$ cat src/rtl/coeff_loader_pkg.sv
// Shared FIR definitions: default tap count, coefficient width and the
// loader state encoding used by coeff_loader and FIR_filter.
package coeff_loader_pkg;

    localparam int unsigned FIR_N_TAPS = 9;
    localparam int unsigned FIR_NB     = 9;

    typedef enum logic [1:0] {
        IDLE = 2'd0,
        LOAD = 2'd1,
        FULL = 2'd2
    } fir_state_e;

endpackage : coeff_loader_pkg

$ cat src/rtl/coeff_reg.sv
// One coefficient tap: a shadow word written during loading and an active
// word that takes the shadow value only on commit.
module coeff_reg #(
    parameter int unsigned NB = 9
) (
    input  logic          clk,
    input  logic          rst_n,
    input  logic          wr_en,
    input  logic [NB-1:0] wr_data,
    input  logic          commit,
    output logic [NB-1:0] active
);

    logic [NB-1:0] shadow;

    always_ff @(posedge clk or negedge rst_n) begin
        if (!rst_n) begin
            shadow <= '0;
            active <= '0;
        end else begin
            if (wr_en) begin
                shadow <= wr_data;
            end
            if (commit) begin
                active <= shadow;
            end
        end
    end

endmodule : coeff_reg

$ cat src/rtl/coeff_loader.sv
// Loads N_TAPS coefficient words into a shadow set and atomically commits
// them to the active Coeffs bus that feeds FIR_filter.
module coeff_loader
    import coeff_loader_pkg::*;
#(
    parameter int unsigned N_TAPS = FIR_N_TAPS,
    parameter int unsigned NB     = FIR_NB
) (
    input  logic                 CLK,
    input  logic                 RST_n,
    input  logic                 LOAD_START,
    input  logic [NB-1:0]        COEF_IN,
    input  logic                 COEF_VIN,
    input  logic                 COMMIT,
    output logic [N_TAPS*NB-1:0] Coeffs,
    output logic                 BUSY,
    output logic                 DONE,
    output logic                 ERR
);

    localparam int unsigned   CW   = $clog2(N_TAPS + 1);
    localparam logic [CW-1:0] LAST = CW'(N_TAPS - 1);

    fir_state_e    state;
    logic [CW-1:0] count;
    logic          at_last_c;
    logic          accept_c;
    logic          commit_c;

    // A commit in LOAD aborts the set, except when it coincides with the
    // final word, which is still taken so the set reaches FULL.
    always_comb begin
        at_last_c = (count == LAST);
        accept_c  = (state == LOAD) && COEF_VIN && !LOAD_START
                    && (!COMMIT || at_last_c);
        commit_c  = (state == FULL) && COMMIT && !LOAD_START;
    end

    always_ff @(posedge CLK or negedge RST_n) begin
        if (!RST_n) begin
            state <= IDLE;
            count <= '0;
            ERR   <= 1'b0;
            DONE  <= 1'b0;
        end else begin
            DONE <= 1'b0;
            if (LOAD_START) begin
                state <= LOAD;
                count <= '0;
                ERR   <= 1'b0;
            end else begin
                case (state)
                    IDLE: begin
                        if (COEF_VIN || COMMIT) begin
                            ERR <= 1'b1;
                        end
                    end
                    LOAD: begin
                        if (accept_c) begin
                            count <= count + CW'(1);
                            if (at_last_c) begin
                                state <= FULL;
                            end
                        end
                        if (COMMIT) begin
                            ERR <= 1'b1;
                            if (!accept_c) begin
                                state <= IDLE;
                            end
                        end
                    end
                    FULL: begin
                        if (COEF_VIN) begin
                            ERR <= 1'b1;
                        end
                        if (COMMIT) begin
                            state <= IDLE;
                            DONE  <= 1'b1;
                        end
                    end
                    default: begin
                        state <= IDLE;
                    end
                endcase
            end
        end
    end

    assign BUSY = (state != IDLE);

    for (genvar k = 0; k < N_TAPS; k++) begin : g_tap
        coeff_reg #(
            .NB(NB)
        ) u_reg (
            .clk    (CLK),
            .rst_n  (RST_n),
            .wr_en  (accept_c && (count == CW'(k))),
            .wr_data(COEF_IN),
            .commit (commit_c),
            .active (Coeffs[k*NB +: NB])
        );
    end

endmodule : coeff_loader

$ cat config.mk
export PLATFORM = sky130hd
export DESIGN_NAME = coeff_loader
export DESIGN_NICKNAME = d
export VERILOG_FILES = /design/src/rtl/coeff_loader_pkg.sv /design/src/rtl/coeff_reg.sv /design/src/rtl/coeff_loader.sv
export SDC_FILE = /design/constraint.sdc
export NUM_CORES = 1
export LEC_CHECK = 0
export ABC_AREA = 1
export BUFFER_PORTS_ARGS = -buffer_cell sky130_fd_sc_hd__buf_2
export CORE_MARGIN = 2
export CORE_UTILIZATION = 30
export DETAILED_ROUTE_END_ITERATION = 12
export PLACE_DENSITY_LB_ADDON = 0.15
export SYNTH_ARGS = -nofsm -noshare
export SYNTH_HDL_FRONTEND = slang
export SYNTH_SLANG_ARGS = --single-unit
$ cat constraint.sdc
create_clock -name CLK -period 1.4 [get_ports CLK]
set_clock_uncertainty 0.1 [all_clocks]
set_input_delay 0.28 -clock CLK [delete_from_list [all_inputs] [get_ports CLK]]
set_output_delay 0.28 -clock CLK [all_outputs]
set_load 0.005 [all_outputs]
* Word level (Yosys, flattened, before mapping)
Cells that the tools add are included.
** Word-level totals
- Output and inout bits :: 84
- Input bits :: 14
- Logic and storage cells :: 83
- Register bits after elaboration :: 170
** Operators by class
- Multiplexer cells :: 18
- Reductions and logical operators :: 27
- Eq/ne operators :: 15
- Add/sub/neg operators :: 1
** Operators with widths (number)
- 4-bit by 3-bit equality test with 1-bit output, second input constant :: 4
- 1-bit logical AND :: 14
- 2-bit two-way mux :: 6
- 4-bit two-way mux :: 3
- 3-bit != test, second input constant :: 4
- 4-bit by 2-bit equality test with 1-bit output, second input constant :: 2
- 1-bit two-way mux :: 7
- 2-bit case mux with 3 select lines :: 1
- 2-bit nonzero test :: 3
- 4-bit by 1-bit adder with 4-bit output, second input constant :: 1
- 4-bit by 1-bit equality test with 1-bit output, second input constant :: 1
- 4-bit equality test, second input constant :: 1
- 4-bit logical NOT :: 1
- 2-bit AND reduction :: 2
- 4-bit AND reduction :: 1
- 4-bit nonzero test :: 1
- 1-bit case mux with 3 select lines :: 1
- 2-bit by 1-bit equality test with 1-bit output, second input constant :: 1
- 2-bit equality test, second input constant :: 1
- 1-bit logical NOT :: 2
- 2-bit logical NOT :: 1
- 1-bit logical OR :: 2
- 2-bit != test, second input constant :: 1

* Longest topological paths before layout
Gate-level depths: netlist of run 1.
- Word-level depth :: 9
- Depth in mapped cells :: 8
- Mapped depth without buffers :: 8

* Cells and area by module
A second synthesis of run 1 with hierarchy kept.
** Second synthesis, totals
- Cells, all modules :: 762
- Area, all modules :: 6744.0 sq um
** By module, submodules not included
- coeff_reg :: area each 683.2 sq um, cells each 76, sequential area each 450.4 sq um, times used 9
- coeff_loader :: area each 595.6 sq um, cells each 78, sequential area each 200.2 sq um, times used 1

* Worst setup path before layout of run 1
OpenSTA, ideal clock, no wires.
- Path kind :: register to register
- From :: reg count[0]
- To :: reg g_tap[0].u_reg.shadow[0]
- Path buffers :: 1
- Stages on the path, launching flop included :: 9
- Data required time :: 1182 ps
- Clock period less this slack :: 1553 ps
- Library setup time :: 118 ps
- Data arrival time :: 1334 ps
- Path slack :: -153 ps
- Cell sequence :: dfrtp_1 > inv_1 > ha_1 > nand3_2 > nand2_4 > buf_6 > nand3_4 > nand2_1 > nand2_1
** Between the ends
- Word-level cells in the longest chain between the ends :: 4
- Elaborated cells on any way between the ends :: 5
- Those cells by class :: eq/ne: 1; reduce/logical: 4
** Ends and longest elaborated chain
- start: declaration :: RTL line coeff_loader.sv:25 : logic [CW-1:0] count;
- start signal: assignment :: RTL line coeff_loader.sv:60 : count <= count + CW'(1);
- 4-bit equality test :: RTL line coeff_loader.sv:33 : at_last_c = (count == LAST);
- 1-bit logical OR :: RTL line coeff_loader.sv:35 : && (!COMMIT || at_last_c);
- 1-bit logical AND :: RTL line coeff_loader.sv:35
- 1-bit logical AND * :: RTL line coeff_loader.sv:97 : .wr_en (accept_c && (count == CW'(k))),
- end signal: assignment :: RTL line coeff_reg.sv:22 : shadow <= wr_data;
- end: declaration :: RTL line coeff_reg.sv:14 : logic [NB-1:0] shadow;
Every way passes the cells marked *; elsewhere a longest branch is shown, timed or not.
A chain may end at the register's enable or synchronous reset.

* Worst setup path in the final report of run 1
- From :: reg count[0]
- To :: reg g_tap[6].u_reg.shadow[8]
** Between the ends
- Word-level cells in the longest chain between the ends :: 4
- Elaborated cells on any way between the ends :: 5
- Those cells by class :: eq/ne: 2; reduce/logical: 3
** Ends and longest elaborated chain (RTL line)
- 4-bit equality test :: coeff_loader.sv:33
- 1-bit logical OR :: coeff_loader.sv:35
- 1-bit logical AND :: coeff_loader.sv:35
- 1-bit logical AND * :: coeff_loader.sv:97
- end signal: assignment :: coeff_reg.sv:22
- end: declaration :: coeff_reg.sv:14
Marks and branches as above.

==> results.sh, run 1 <==
export IMPL_vias_per_cell=4.68
export IMPL_hold_path_class="in -> reg"
export IMPL_hold_path_end="ERR"
export IMPL_holdPathStages=5
export IMPL_met1_length_mm=11.1
export IMPL_synthCells=775
export IMPL_crit_chain="inv_2 > ha_4 > nand3_4 > nand2_8 > buf_12 > buf_8 > nand4_1 > nand2_1"
export IMPL_setup_viol=162
export IMPL_postLayoutCellArea_sq_um=10900
export IMPL_drive_above_1_share_pct=46.8
export IMPL_grt_setup_unrepaired="true"
export IMPL_period_share_pct=111
export IMPL_worstPathRequired_ns=1.67
export IMPL_p_comb_share_pct=8.3
export IMPL_clock_sinks=170
export IMPL_wl_met3_microns=892
export IMPL_post_route_worst_setup_slack_ns=-0.157
export IMPL_dpl_hpwl_mm=12.6
export IMPL_antenna_left=0
export IMPL_antenna_found_initial=0
export IMPL_drt_first_iter_violations=368
export IMPL_die_h_microns=157
export IMPL_crit_slowest_cell="dfrtp_1"
export IMPL_drc=0
export IMPL_syn_nets=793
export IMPL_cp_data_arrival_time_ns=1.82
export IMPL_multi_input_area_sq_um=3390
export IMPL_leakage_nw=6.42
export IMPL_regArea_sq_um=4260
export IMPL_sw_frac_of_total_pct=25.0
export IMPL_maxCapViolations=0
export IMPL_top_layer="met4"
export IMPL_yosys_warnings=0
export IMPL_path_class="reg -> reg"
export IMPL_first_global_vias=5564
export IMPL_track_usage_pct=16.7
export IMPL_cp_start_kind="flop"
export IMPL_ctsLongestPathBuffers=2
export IMPL_fillers=2251
export IMPL_fin_nets=993
export IMPL_antenna_cells=0
export IMPL_status="complete, but fails checks"
export IMPL_dpl_cell_area_sq_um=8410
export IMPL_syn_area_per_cell_sq_um=9.07
export IMPL_r2r_cells=8
export IMPL_cts_buffers=17
export IMPL_violations="setup timing"
export IMPL_switching_power_mw=2.74
export IMPL_crit_path_end_kind="flop"
export IMPL_r2r_end="g_tap[6].u_reg.shadow[8]"
export IMPL_grt_pass1_wl_mm=31.4
export IMPL_via_count=6119
export IMPL_pwr_share_seq_pct=48.2
export IMPL_gp_congestion=0.746
export IMPL_final_cell_mix="264 x nand2_1, 168 x dfrtp_1, 107 x nand2_2, 96 x buf_2, 74 x nand4_1"
export IMPL_setup_tns_ns=-11.84
export IMPL_pwr_density_cell_nw_per_um2=1000
export IMPL_fin_crit_ns=1.56
export IMPL_slew_limit_headroom_pct=74.8
export IMPL_min_from="COEF_VIN"
export IMPL_root_buffer="clkbuf_16"
export IMPL_wl_mm=22.7
export IMPL_critical_path_max_stage_delay_ns=0.41
export IMPL_ios=98
export IMPL_crit_family="simple AND/OR/NAND/NOR gates"
export IMPL_firstDrtPassIters=5
export IMPL_clkPwrFrac_pct=43.5
export IMPL_overflow=0
export IMPL_initial_utilization_pct=30.2
export IMPL_cts_tree="built"
export IMPL_final_core_util_pct=47.0
export IMPL_netlist_area_sq_um=7030
export IMPL_synth_cell_types=23
export IMPL_fp_row_count=56
export IMPL_clk_latency_ns=0.43
export IMPL_drv_slew=0
export IMPL_rrSetupSlack_ns=-0.16
export IMPL_clkTransAtPathRegs_ns=0.07
export IMPL_reg2reg_from="count[0]"
export IMPL_timing_fmax_ghz=0.642
export IMPL_seq_area_frac_synth_pct=60.5
export IMPL_die_area_sq_um=24700
export IMPL_critical_path_max_fanout=8
export IMPL_die_x_microns=157
export IMPL_syn2layout_area_growth_pct=55.7
export IMPL_routedWlPerCell_microns=17.4
export IMPL_core_area_sq_um=23300
export IMPL_hold_viol=0
export IMPL_ir_worst_vdd_v=0.000674
export IMPL_numPortBuffers=97
export IMPL_p_int_mw=8.22
export IMPL_synth_seq_cells=170
export IMPL_final_common_cell="nand2_1"
export IMPL_max_slew_worst_pin_slew_ns=0.378
export IMPL_htreeDepth=4
export IMPL_grt_start_max_net_pins=42
export IMPL_timing_critical_path_buf_inv=3
export IMPL_wl_met2_mm=10.2
-- worst min-delay path: cells and delay by family --
kind,cells,cell delay [ns]
buffers and inverters,2,0.14
AOI/OAI and AO/OA,2,0.12
and+or+nand+nor,1,0.06
-- metrics by stage --
stage	setup WS [ns]	hold slack, ns	total power [mW]	instances
global route	-0.232	0.115	11.4	1307
finish	-0.157	0.0967	11.0	1307
detailed placement	-0.128	0.0976	5.99	1211
CTS	-0.148	0.0784	10.9	1271
floorplan	-0.0436	-0.116	5.60	775
global placement	-0.143	0.0978	5.99	1211
-- cell families (layout without fill, tap and decap cells) --
group | after synthesis | in the layout | share of synthesized area, %
flops | 170 | 170 | 60.5
buf+inv | 61 | 265 | 3.93
compound gates | 2 | 2 | 0.142
xor+xnor | 1 | 1 | 0.125
simple gates | 537 | 546 | 34.6
fa+ha+maj | 4 | 4 | 0.712
-- power groups by stage --
stage                     logic, mW  registers [mW]  clock network [mW]
after floorplan               0.336            5.26                   0
after detailed placement      0.680            5.31                   0
final                         0.905            5.29                4.77
after global placement        0.672            5.31                   0
after CTS                     0.802            5.22                4.88
after global routing          0.992            5.30                5.11
-- worst max path at each step --
stage	startpoint	end	slack, ns	cells after the start
after floorplan	count[0]	g_tap[0].u_reg.shadow[0]	-0.04	8
after global placement	state[1]	g_tap[6].u_reg.shadow[1]	-0.14	7
after detailed placement	count[0]	g_tap[6].u_reg.shadow[1]	-0.13	8
after CTS	count[1]	g_tap[6].u_reg.shadow[8]	-0.15	8
after global routing	count[0]	g_tap[7].u_reg.shadow[5]	-0.23	8
final	count[0]	g_tap[6].u_reg.shadow[8]	-0.16	8
-- Yosys cell counts --
master / number / share of area [%]
nand2_4: 1 / 0.16
nand4_1: 74 / 6.6
xor2_1: 1 / 0.12
o21ai_0: 1 / 0.071
dfrtp_1: 170 / 61
buf_1: 10 / 0.53
nor2_2: 1 / 0.089
nand3_2: 1 / 0.14
buf_4: 2 / 0.21
nand3b_1: 1 / 0.11
buf_6: 1 / 0.16
buf_2: 26 / 1.9
nor2_1: 2 / 0.11
nand2_1: 423 / 23
nand3_1: 15 / 1.1
nand2_2: 2 / 0.18
nor2_4: 8 / 1.3
a21oi_1: 1 / 0.071
nand3_4: 9 / 2.2
clkbuf_1: 6 / 0.32
inv_1: 11 / 0.59
ha_1: 4 / 0.71
inv_2: 5 / 0.27
-- state kept, by name, indices dropped and copies added, names as in the netlist --
signal              count
DONE                    1
state                   2
ERR                     1
g_tap.u_reg.shadow     81
count                   4
g_tap.u_reg.active     81
-- metal layers --
layer,global-route usage (%),up-vias
li1,-,2935
met1,24.5,2998
met2,25.0,151
met3,3.00,35
met4,5.37,0
met5,0,-
-- what timing repair did --
item	in CTS	in global routing
hold endpoints to repair	164	0
setup endpoints to repair	148	166
gates resized for setup	37	266
pin swaps	8	72
hold buffers	1	0
gates cloned	10	28
setup buffers	17	12
-- area by class of cell --
class	instances	area share, %
clock buffer	19	4.14
clock inverter	13	1.29
inverter	16	0.881
multi-input combinational	553	31.0
sequential	170	38.9
tap	319	3.65
timing repair buffer	215	19.9
timing repair inverter	2	0.229
Power figures use the tool's default switching activity.
==> run 2, diff against run 1 <==
--- a/config.mk
+++ b/config.mk
@@ -5,7 +5,6 @@
 export SDC_FILE = /design/constraint.sdc
 export NUM_CORES = 1
 export LEC_CHECK = 0
-export ABC_AREA = 1
 export BUFFER_PORTS_ARGS = -buffer_cell sky130_fd_sc_hd__buf_2
 export CORE_MARGIN = 2
 export CORE_UTILIZATION = 30
==> run 2 against run 1 <==
  * Clock-buffer cell count grew 3
  * The run still ends with setup timing left
  * Combinational power shrank 41%
  * First-iteration DRC count decreased by 74%
  * Sequential power fell by 2%
  * Cell count shrank 35%
==> results.sh, run 2 <==
export IMPL_status="complete, but fails checks"
export IMPL_violations="setup timing"
export IMPL_setup_viol=171
export IMPL_final_core_util_pct=42.5
export IMPL_cts_tree="built"
export IMPL_root_buffer="clkbuf_16"
export IMPL_ys_async_sr_fraction_pct=100
export IMPL_pwr_density_cell_nw_per_um2=1170
export IMPL_drc=0
export IMPL_yosysMostFrequentCell="dfrtp_1"
export IMPL_min_from="COEF_IN[7]"
export IMPL_ir_worst_vdd_v=0.000748
export IMPL_clk_latency_ns=0.43
export IMPL_period_share_pct=126
export IMPL_synth_flop_cell="dfrtp_1"
export IMPL_drive_above_1_share_pct=66.2
export IMPL_gp_congestion=0.733
export IMPL_yosys_warnings=0
export IMPL_first_global_vias=4133
export IMPL_r2r_cells=6
export IMPL_overflow=0
export IMPL_holdWs_ns=0.160
export IMPL_dpl_hpwl_mm=10.4
export IMPL_die_area_sq_um=23200
export IMPL_leakage_nw=4.69
export IMPL_routedWlPerCell_microns=19.1
export IMPL_syn_nets=407
export IMPL_synth_edf_count=0
export IMPL_netlist_area_sq_um=6590
export IMPL_clkTransAtPathRegs_ns=0.07
export IMPL_hold_path_class="in -> reg"
export IMPL_maxCapViolations=0
export IMPL_timing_fmax_ghz=0.567
export IMPL_reg2reg_from="state[1]"
export IMPL_path_class="reg -> reg"
export IMPL_ys_top_cells_by_area="dfrtp_1 65%, mux2_2 28%, buf_6 1.4%"
export IMPL_drt_first_iter_violations=95
export IMPL_antenna_cells=0
export IMPL_yosysTopAreaCell="dfrtp_1"
export IMPL_synthCells=389
export IMPL_fin_nets=570
export IMPL_cp_data_arrival_time_ns=1.97
export IMPL_synth_seq_cells=170
export IMPL_syn2layout_area_growth_pct=40.0
export IMPL_ios=98
export IMPL_final_cell_mix="169 x dfrtp_1, 96 x buf_2, 86 x mux2_4, 77 x mux2_2, 24 x buf_4"
export IMPL_cp_start_kind="flop"
export IMPL_biggestRegsByFlops="g_tap.u_reg.active x81, g_tap.u_reg.shadow x81, count x4"
export IMPL_antenna_found_initial=0
export IMPL_die_x_microns=152
export IMPL_setup_tns_ns=-50.98
export IMPL_htreeDepth=4
export IMPL_r2r_end="g_tap[8].u_reg.active[2]"
export IMPL_final_common_cell="dfrtp_1"
export IMPL_fp_row_count=54
export IMPL_drv_slew=0
export IMPL_place_ws_ns=-0.413
export IMPL_core_area_sq_um=21700
export IMPL_worstPathRequired_ns=1.61
export IMPL_initial_utilization_pct=30.4
export IMPL_antenna_left=0
export IMPL_rrSetupSlack_ns=-0.36
export IMPL_firstDrtPassIters=4
export IMPL_vias_per_cell=4.51
export IMPL_wl_mm=16.2
export IMPL_synth_common_cells="170 x dfrtp_1, 162 x mux2_2, 8 x buf_6"
export IMPL_max_slew_worst_pin_slew_ns=0.368
export IMPL_via_count=3810
export IMPL_syn_area_per_cell_sq_um=16.9
export IMPL_fillers=1945
export IMPL_cts_buffers=17
export IMPL_die_h_microns=152
export IMPL_hold_viol=0
export IMPL_grt_setup_unrepaired="true"
export IMPL_fin_crit_ns=1.76
export IMPL_crit_path_end_kind="flop"
export IMPL_synth_top_area_share_pct=64.6
export IMPL_holdPathStages=2
export IMPL_post_route_worst_setup_slack_ns=-0.364
export IMPL_hold_path_end="g_tap[4].u_reg.shadow[7]"
export IMPL_track_usage_pct=14.4
export IMPL_grt_start_max_net_pins=46
export IMPL_ctsLongestPathBuffers=2
export IMPL_numPortBuffers=97
export IMPL_critical_path_max_fanout=6
export IMPL_slew_limit_headroom_pct=75.4
export IMPL_clock_sinks=170
export IMPL_grt_pass1_wl_mm=25.3
export IMPL_seq_area_frac_synth_pct=64.6
export IMPL_synth_cell_types=32
## run 2: cell count changes after synthesis, sizes merged, moves of 2 or more
cell / previous run / this run
nand2: 426 / 1
mux2: 0 / 164
nand4: 74 / 1
buf: 39 / 12
nand3: 25 / 7
inv: 16 / 5
nor2: 11 / 3
clkbuf: 6 / 1
and4bb: 0 / 2
nor2b: 0 / 2
nor3b: 0 / 2
nor4b: 0 / 2
## run 2: worst max path at each step
stage,start,to,slack [ns],depth (start not counted)
finish,state[1],g_tap[8].u_reg.active[2],-0.36,6
global route,state[1],g_tap[8].u_reg.active[2],-0.42,6
CTS,state[0],g_tap[1].u_reg.active[4],-0.39,4
detailed placement,state[1],g_tap[4].u_reg.active[0],-0.41,5
global placement,LOAD_START,g_tap[3].u_reg.active[2],-0.39,5
floorplan,count[0],g_tap[8].u_reg.shadow[0],-0.28,6
## run 2: cell type report
type	count	area [sq um]	area share [%]
Clock inverter	10	190	2.06
Tap cell	280	350	3.80
Multi-Input combinational cell	202	2670	29.0
Clock buffer	22	454	4.93
Sequential cell	170	4260	46.1
Inverter	5	18.8	0.204
Timing Repair Buffer	156	1280	13.9
## run 2: per-layer routing
layer  vias to the layer above  share of wire [%]  track usage [%]
met4                         0                1.5             4.54
li1                       1730                  -                -
met5                         -                  0                0
met1                      1992                 48             19.7
met3                        18                3.3             3.70
met2                        70                 47             22.5
## run 2: kinds of logic (layout without fill, tap and decap cells)
logic type | Yosys count | in the layout | share of synthesized area (%)
compound gates | 7 | 7 | 0.779
fa+ha+maj | 4 | 4 | 0.760
simple gates | 25 | 26 | 3.59
flops | 170 | 170 | 64.6
mux | 165 | 165 | 28.2
buf+inv | 18 | 193 | 2.11
## run 2: power breakdown
part	internal, mW	switching, mW
Combinational	0.247	0.283
Clock	3.22	1.91
Sequential	5.07	0.0862
## run 2: worst max-delay path: stages, from the launching register on
cell and delay (ns):
dfrtp_1 0.41, inv_2 0.07, nor4b_4 0.28, buf_6 0.17, buf_12 0.15, clkbuf_16 0.16, mux2_4 0.30
## run 2: per-stage QoR
| step | instance area [sq um] | std cells | power, mW |
|---|---|---|---|
| final | 9220 | 845 | 10.8 |
| after global routing | 9220 | 845 | 11.3 |
| after CTS | 8950 | 831 | 11.0 |
| after detailed placement | 8140 | 792 | 5.76 |
| after global placement | 8140 | 792 | 5.73 |
| after floorplan | 7010 | 389 | 5.44 |
## run 2: what timing repair did
action / 4_1_cts / 5_1_grt
endpoints found under the setup margin: 170 / 174
setup buffers: 4 / 8
resized for setup: 22 / 22
endpoints found under the hold margin: 170 / 0
cloned: 2 / 7
hold buffers: 1 / 0
pin swaps: 8 / 7
==> run 3, diff against run 2 <==
==> constraint.sdc (replaced) <==
create_clock -name CLK -period 2.27 [get_ports CLK]
set_clock_uncertainty 0.1 [all_clocks]
set_input_delay 0.454 -clock CLK [delete_from_list [all_inputs] [get_ports CLK]]
set_output_delay 0.454 -clock CLK [all_outputs]
set_load 0.005 [all_outputs]
==> run 3 against run 2 <==
  * The run now ends clean
  * First-iteration DRC count shrank 27%
  * Worst setup slack improved by 0.60 ns
  * Utilization down 5.3 points
==> results.sh, run 3 (synthesis results as in run 2) <==
export IMPL_status="complete, no violations"
export IMPL_worstPathRequired_ns=2.47
export IMPL_initial_utilization_pct=30.4
export IMPL_die_x_microns=152
export IMPL_setup_viol=0
export IMPL_biggestRegsByFlops="g_tap.u_reg.active x81, g_tap.u_reg.shadow x81, count x4"
export IMPL_critical_path_max_stage_delay_ns=0.45
export IMPL_gr_usage_met2_pct=20.7
export IMPL_r2r_end="g_tap[8].u_reg.shadow[2]"
export IMPL_critical_path_max_fanout=11
export IMPL_fin_nets=520
export IMPL_maxCapViolations=0
export IMPL_holdWs_ns=0.235
export IMPL_ir_worst_vdd_v=0.000495
export IMPL_top_usage_layer="met2"
export IMPL_clock_sinks=170
export IMPL_via_count=3577
export IMPL_cts_tree="built"
export IMPL_hold_path_class="in -> reg"
export IMPL_first_global_vias=3843
export IMPL_grt_pass1_wl_mm=23.0
export IMPL_overflow=0
export IMPL_drive_above_1_share_pct=60.6
export IMPL_timing_critical_path_buf_inv=1
export IMPL_postLayoutCellArea_sq_um=8070
export IMPL_crit_family="simple AND/OR/NAND/NOR gates"
export IMPL_cts_buffers=17
export IMPL_crit_path_end_kind="flop"
export IMPL_htreeDepth=4
export IMPL_use_met1_pct=17.4
export IMPL_path_class="reg -> reg"
export IMPL_drv_slew=0
export IMPL_hold_viol=0
export IMPL_met3_usage_pct=3.50
export IMPL_die_h_microns=152
export IMPL_clkTransAtPathRegs_ns=0.06
export IMPL_max_slew_worst_pin_slew_ns=0.521
export IMPL_cp_depth=5
export IMPL_firstDrtPassIters=4
export IMPL_cp_start_kind="flop"
export IMPL_vias_per_cell=4.50
export IMPL_final_core_util_pct=37.2
export IMPL_wl_mm=14.5
export IMPL_slew_limit_headroom_pct=65.3
export IMPL_syn2layout_area_growth_pct=22.5
export IMPL_clk_latency_ns=0.42
export IMPL_r2r_cells=5
export IMPL_fin_crit_ns=2.04
export IMPL_ios=98
export IMPL_period_share_pct=89.7
export IMPL_final_cell_mix="170 x dfrtp_1, 162 x mux2_2, 96 x buf_2, 17 x clkbuf_16, 7 x nand3_2"
export IMPL_numPortBuffers=97
export IMPL_crit_slowest_cell="dfrtp_1"
export IMPL_fp_row_count=54
export IMPL_routedWlPerCell_microns=18.3
export IMPL_die_area_sq_um=23200
export IMPL_antenna_found_initial=0
export IMPL_min_from="COMMIT"
export IMPL_gp_congestion=0.756
export IMPL_holdPathStages=2
export IMPL_hold_path_end="state[1]"
export IMPL_timing_fmax_ghz=0.491
export IMPL_grt_start_max_net_pins=48
export IMPL_crit_chain="inv_1 > ha_1 > nand3b_1 > or2_1 > mux2_2"
export IMPL_track_usage_pct=13.0
export IMPL_setup_tns_ns=0
export IMPL_cp_data_arrival_time_ns=2.24
export IMPL_grt_setup_unrepaired="false"
export IMPL_drc=0
export IMPL_antenna_left=0
export IMPL_dpl_cell_area_sq_um=7450
export IMPL_pwr_density_cell_nw_per_um2=794
export IMPL_total_power_mw=6.41
export IMPL_dpl_hpwl_mm=9.55
export IMPL_reg2reg_from="count[0]"
export IMPL_final_common_cell="dfrtp_1"
export IMPL_antenna_cells=0
export IMPL_core_area_sq_um=21700
export IMPL_rrSetupSlack_ns=0.23
export IMPL_drt_first_iter_violations=69
export IMPL_leakage_nw=4.27
export IMPL_ctsLongestPathBuffers=2
export IMPL_crit_path_start="count[0]"
export IMPL_root_buffer="clkbuf_16"
-- run 3: power breakdown --
part | total (mW) | switching (mW) | internal, mW
combinational | 0.264 | 0.152 | 0.112
clock | 2.96 | 1.17 | 1.79
sequential | 3.18 | 0.0524 | 3.13
total | 6.41 | 1.38 | 5.03
-- run 3: what timing repair did --
| action | 4_1_cts | 5_1_grt |
|---|---|---|
| setup endpoints to repair | 0 | 0 |
| resized for setup | 0 | 0 |
| hold buffers | 1 | 0 |
| buffers inserted | 0 | 0 |
| endpoints found under the hold margin | 38 | 0 |
-- run 3: cell type report --
| class | count | area, sq um |
|---|---|---|
| multi-input cells | 201 | 2210 |
| flip-flops and latches | 170 | 4250 |
| inverters | 5 | 18.8 |
| repair buffers | 107 | 632 |
| fillers | 2028 | 13600 |
| well taps | 280 | 350 |
| clock buffers | 21 | 460 |
| clock inverters | 11 | 145 |
-- run 3: stage by stage --
stage,worst slack [ns],std cells
global placement,0.189,762
global route,0.133,795
detailed placement,0.146,762
CTS,0.232,795
floorplan,0.532,389
finish,0.235,795
-- run 3: worst register-to-register path: cells and delay by family, from the launching register on --
family,cells,cell delay (ns)
AND/OR/NAND/NOR,2,0.61
flip-flops,1,0.45
multiplexers,1,0.40
adder cells (fa/ha/maj),1,0.28
buffers and inverters,1,0.09
-- run 3: metal layers --
metal / up-vias / routed length [microns]
met5: - / 0
met4: 0 / 205
met3: 19 / 576
met2: 71 / 6980
met1: 1867 / 6770
li1: 1620 / -
-- run 3: worst max path at each step --
stage | to | slack (ns)
after floorplan | g_tap[8].u_reg.shadow[0] | 0.53
after global placement | g_tap[1].u_reg.active[5] | 0.19
after detailed placement | g_tap[4].u_reg.active[2] | 0.15
after CTS | g_tap[8].u_reg.shadow[2] | 0.23
after global routing | g_tap[8].u_reg.shadow[8] | 0.13
final | g_tap[8].u_reg.shadow[2] | 0.23
